## src/rtl/mux_serializer_pkg.sv

```systemverilog
// Shared constants for the gather (parallel-to-serial) stage.
package mux_serializer_pkg;

  // FSM encodings kept as plain constants for compatibility with older tooling.
  localparam logic [0:0] ST_IDLE  = 1'b0;  // no frame held
  localparam logic [0:0] ST_SHIFT = 1'b1;  // frame held, lanes being emitted

endpackage

```

## src/rtl/mux_serializer_mux_nx1.sv

```systemverilog
// Combinational LANES-to-1 lane selector.
// Lane k lives at bits [(k+1)*N-1 : k*N], the same packing the scatter demux
// produces, so selecting index k returns exactly what was scattered to lane k.
module mux_nx1 #(
  parameter int N = 16,
  parameter int S = 4
) (
  input  logic [(2**$clog2(S))*N-1:0] data,
  input  logic [$clog2(S)-1:0]        sel,
  output logic [N-1:0]                y
);

  localparam int SEL_W = $clog2(S);
  localparam int LANES = 2**SEL_W;

  logic [N-1:0] lanes [LANES];

  // Unpack the flat bus into an array so the select is a plain index.
  generate
    for (genvar gi = 0; gi < LANES; gi++) begin : g_lane
      assign lanes[gi] = data[gi*N +: N];
    end
  endgenerate

  assign y = lanes[sel];

endmodule

```

## src/rtl/mux_serializer.sv

```systemverilog
// Parallel-to-serial gather stage: takes one frame of S lanes and streams them
// out one lane per cycle, lane 0 first, over a valid/ready interface.
// A new frame can be taken on the same edge the last lane leaves, so frames
// stream back-to-back without a bubble when the consumer never stalls.
module mux_serializer
  import mux_serializer_pkg::*;
#(
  parameter int N = 16,
  parameter int S = 4
) (
  input  logic                        clk,
  input  logic                        rst_n,
  input  logic                        in_valid,
  output logic                        in_ready,
  input  logic [(2**$clog2(S))*N-1:0] in_data,
  output logic                        out_valid,
  input  logic                        out_ready,
  output logic [N-1:0]                out_data,
  output logic [$clog2(S)-1:0]        out_sel,
  output logic                        out_last
);

  localparam int SEL_W = $clog2(S);
  localparam int LANES = 2**SEL_W;
  localparam logic [SEL_W-1:0] LAST_SEL = SEL_W'(S - 1);

  logic [0:0]         state;
  logic [LANES*N-1:0] frame_q;
  logic [SEL_W-1:0]   sel_q;

  logic in_hs;
  logic out_hs;

  // Output flags decode from state and the lane counter; in_ready only adds
  // the out_ready path so a new frame can overlap the final beat.
  always_comb begin
    out_valid = (state == ST_SHIFT);
    out_last  = out_valid && (sel_q == LAST_SEL);
    out_sel   = sel_q;
    in_ready  = (state == ST_IDLE) || (out_ready && out_last);
    in_hs     = in_valid && in_ready;
    out_hs    = out_valid && out_ready;
  end

  // Lane selector: in IDLE sel_q is 0, so out_data shows lane 0 of frame_q.
  mux_nx1 #(
    .N (N),
    .S (S)
  ) u_mux (
    .data (frame_q),
    .sel  (sel_q),
    .y    (out_data)
  );

  // FSM, lane counter and frame register. Padding lanes (index >= S) are
  // stored but sel_q wraps at S-1, so they are never emitted.
  always_ff @(posedge clk or negedge rst_n) begin
    if (!rst_n) begin
      state   <= ST_IDLE;
      sel_q   <= '0;
      frame_q <= '0;
    end else begin
      case (state)
        ST_IDLE: begin
          if (in_hs) begin
            frame_q <= in_data;
            sel_q   <= '0;
            state   <= ST_SHIFT;
          end
        end
        ST_SHIFT: begin
          if (out_hs) begin
            if (out_last) begin
              sel_q <= '0;
              if (in_hs) begin
                frame_q <= in_data;
              end else begin
                state <= ST_IDLE;
              end
            end else begin
              sel_q <= sel_q + 1'b1;
            end
          end
        end
        default: begin
          state <= ST_IDLE;
          sel_q <= '0;
        end
      endcase
    end
  end

endmodule

```

## config.mk

```make
export PLATFORM = sky130hd
export DESIGN_NAME = mux_serializer
export DESIGN_NICKNAME = d
export VERILOG_FILES = /design/src/rtl/mux_serializer_pkg.sv /design/src/rtl/mux_serializer_mux_nx1.sv /design/src/rtl/mux_serializer.sv
export SDC_FILE = /design/constraint.sdc
export NUM_CORES = 1
export LEC_CHECK = 0
export BUFFER_PORTS_ARGS = -buffer_cell sky130_fd_sc_hd__buf_2
export CORE_UTILIZATION = 46
export CTS_CLUSTER_SIZE = 10
export DETAILED_ROUTE_END_ITERATION = 10
export GPL_ROUTABILITY_DRIVEN = 0
export PLACE_DENSITY = 0.73
export SETUP_SLACK_MARGIN = 0.5
export SYNTH_ARGS = -nofsm -noshare
export SYNTH_HDL_FRONTEND = slang
export SYNTH_SLANG_ARGS = --single-unit
```

## constraint.sdc

```tcl
create_clock -name clk -period 1.6 [get_ports clk]
set_input_delay 0 -clock clk [delete_from_list [all_inputs] [get_ports clk]]
set_output_delay 0 -clock clk [all_outputs]
set_load 0.02 [all_outputs]
```

==> results.md <==
* Status: complete, but fails checks
* Failing checks: negative setup slack
* Hold Vio Cnt, Final at 0
* Layout cells sized above 1 at 61.8%
* Antenna violations before repair at 0
* FF-to-FF End: frame_q[35]$_DFFE_PN0P_
* Placement Setup Slack at between 0.015 and 0.02 ns
* Sequential power share at between 30% and 40%
* Min-delay src: out_ready
* Drt first pass iters at 4
* Clock buffer count from CTS at 9
* Flops & latches, synth at 67
* Highest clock rate at just under 0.6 GHz
* CORE AREA at 6790 sq um
* Remaining antenna violation count at 0
* Vias in the first global route at 2,450
* Clock Pin Slew Worst Setup and Hold Paths at 0.07 ns
* Count of cell types in the netlist at 16
* DR WL/cell at roughly 17 um
* Worst Hold End: out_sel[0]$_DFFE_PN0P_
* Yosys warning total at 0
* Arrival @ worst endpoint at 1.69 ns
* Reg2Reg Launch Point: out_sel[0]$_DFFE_PN0P_
* CP required at 1.60 ns
* Clock Skew at 0.00488 ns
* Post-Syn Instances at roughly 170
* CP peak stage delay at roughly 0.53 ns
* Largest net degree at the start of global routing at 36
* H-tree depth at 3
* Die H at 86.0 um
* Synth top area share at 51.7%
* CTS root buffer: clkbuf_8
* Worst slew margin at 61.1%
* Synth Cell Area at 3240 sq um
* Clk sinks at 67
* Pwr per Cell Area at 1880 nW/um^2
* Fin Hold WS at roughly 0.054 ns
* Max Slew Vio Count at 0
* Worst Setup Slack, final at -0.0910 ns
* Clock Latency Late Sink at 0.34 ns
* Sw frac at 32.0%
* Remaining Overflow, GRT at 0
* Final Util at 75.9%
* Syn_nets at around 240
* Antenna diodes at 0
* Minimum clock period after layout at roughly 1.7 ns
* Hold depth at 3
* Max clock buf depth at 2
* Static Leak at 2.57 nW
* DRC Markers at 0
* Worst r2r path cells at 6
* Yosys top cell by area: dfrtp_1
* Via/cell ratio at just under 5
* Row cnt at 30
* MaxCap Viol Count at 0
* CP endpoint kind: output pin
* Crit-path cells: buf_12 -> mux4_2 -> buf_2
* WL final at 7770 um
* Unrepaired setup endpoints after global routing: true
* Startpoint types: flop
* Cell with the largest stage delay on the worst path: mux4_2
* Layout Nets at 423
* Post-DP HPWL at 4220 um
* Combinational power share at 54.0%
* Min-Delay Path Class: primary input to flop
* Slew @ Worst Pin at 0.583 ns
* CTS tree: done
* Critical Path Fanout Max at 10
* Top cells by area, synth: dfrtp_1, mux2_4, mux4_2
* Die ar. at 7390 sq um
* GRT Overall Usage at 22.9%
* Avg Inst Size Synth at 19.3 sq um
* Pwr Total at just under 10 mW
* Crit share post-route at 106%
* Drt initial violations at 55
* Chip Width at 86.0 um
* Final setup viols at 72
* Worst IR Drop VDD at 1140 uV
* Vias post-DR at 2,194
* # port buffers at 88
* Starting Density at 47.7%
* Area growth, synth to finish at 59.0%
* NetSw at 3.10 mW
* Critical Setup Path Class: flop to output pin
* Top Ports at just under 90
* Internal cell power at 6.57 mW
* First-pass GRT wire length at 12,400 um
* Flop2flop setup slack at -0.09 ns
* Sequential share of the synthesized area at 51.7%
* Clk pwr share at 14.2%
==> cells in the final DEF, fill, tap and decap left out <==
master and count:
buf_6 22, nand2_8 2, or2b_1 1, clkinv_2 3, dfrtp_1 65, dfrtp_2 2, ha_4 1, mux2i_1 3
buf_12 11, buf_8 2, nor2_2 1, clkbuf_8 9, mux4_2 16, dlygate4sd3_1 66, clkinvlp_4 2, and2_4 1
nand2b_1 1, a32o_1 1, bufinv_16 1, buf_2 75, buf_16 4, a21bo_4 1, clkinv_4 1, clkbuf_16 1
mux2_4 64, buf_4 3
==> repair_timing <==
action,in CTS,in global routing
endpoints found under the hold margin,87,0
hold buffers,66,0
pin swaps,0,1
resized for setup,33,23
endpoints found under the setup margin,85,86
cloned,5,1
buffers inserted,12,2
==> cells by family (layout without fill, tap and decap cells) <==
family	Yosys count	after routing	share of synthesized area, %
flops	67	67	51.7
fa+ha+maj	1	1	0.386
compound gates	2	2	0.811
mux	83	83	41.2
buf+inv	10	200	4.48
simple gates	5	6	1.39
==> sequential cells by signal, indices dropped and copies added (netlist names) <==
name / count
frame_q: 64
out_sel: 2
out_valid: 1
==> per-layer routing <==
| layer | up-vias | track usage [%] | wire, um |
|---|---|---|---|
| met3 | 13 | 3.95 | 322 |
| met2 | 73 | 38.0 | 3890 |
| li1 | 1003 | - | - |
| met4 | 0 | 9.70 | 142 |
| met1 | 1105 | 29.7 | 3410 |
| met5 | - | 0 | 0 |
==> stage by stage <==
stage / instances / instance area [sq um] / setup TNS [ns]
5_1_grt: 455 / 5150 / -7.35
4_1_cts: 452 / 5040 / -2.77
3_3_place_gp: 353 / 3800 / 0
6_report: 455 / 5150 / -4.34
2_1_floorplan: 168 / 3260 / 0
3_5_place_dp: 353 / 3800 / 0
==> power by group through the flow <==
| stage | Clock, mW | Sequential [mW] | Combinational, mW |
|---|---|---|---|
| floorplan | 0 | 2.93 | 3.22 |
| global placement | 0 | 3.02 | 3.98 |
| detailed placement | 0 | 3.05 | 4.03 |
| CTS | 1.41 | 3.05 | 4.73 |
| global route | 1.48 | 3.18 | 5.49 |
| finish | 1.38 | 3.07 | 5.22 |
==> critical path, delay by kind of cell, from the launching register on <==
family	cells	cell delay, ns
multiplexers	1	0.53
flip-flops	1	0.45
buffers and inverters	2	0.37
==> layout make-up <==
class	count	area [sq um]
Timing Repair Buffer	184	1690
Sequential cell	67	1680
Fill cell	399	1640
Multi-Input combinational cell	92	1470
Clock buffer	9	124
Tap cell	96	120
Clock inverter	7	68.8
==> synth_stat cells (all sizes together) <==
cell	n
mux4	16
mux2	64
buf	10
nand2	1
dfrtp	67
and2	1
or2b	1
a21bo	1
nor2	1
a32o	1
nand2b	1
mux2i	3
ha	1
==> worst max path at each step <==
stage,startpoint,to,cells after the start
CTS,out_sel[0]$_DFFE_PN0P_,out_data[12],3
global placement,out_sel[1]$_DFFE_PN0P_,frame_q[5]$_DFFE_PN0P_,5
detailed placement,out_sel[1]$_DFFE_PN0P_,frame_q[31]$_DFFE_PN0P_,5
floorplan,out_sel[1]$_DFFE_PN0P_,frame_q[0]$_DFFE_PN0P_,5
global route,out_sel[0]$_DFFE_PN0P_,frame_q[19]$_DFFE_PN0P_,6
finish,out_sel[0]$_DFFE_PN0P_,out_data[13],3
Power figures use the tool's default switching activity.
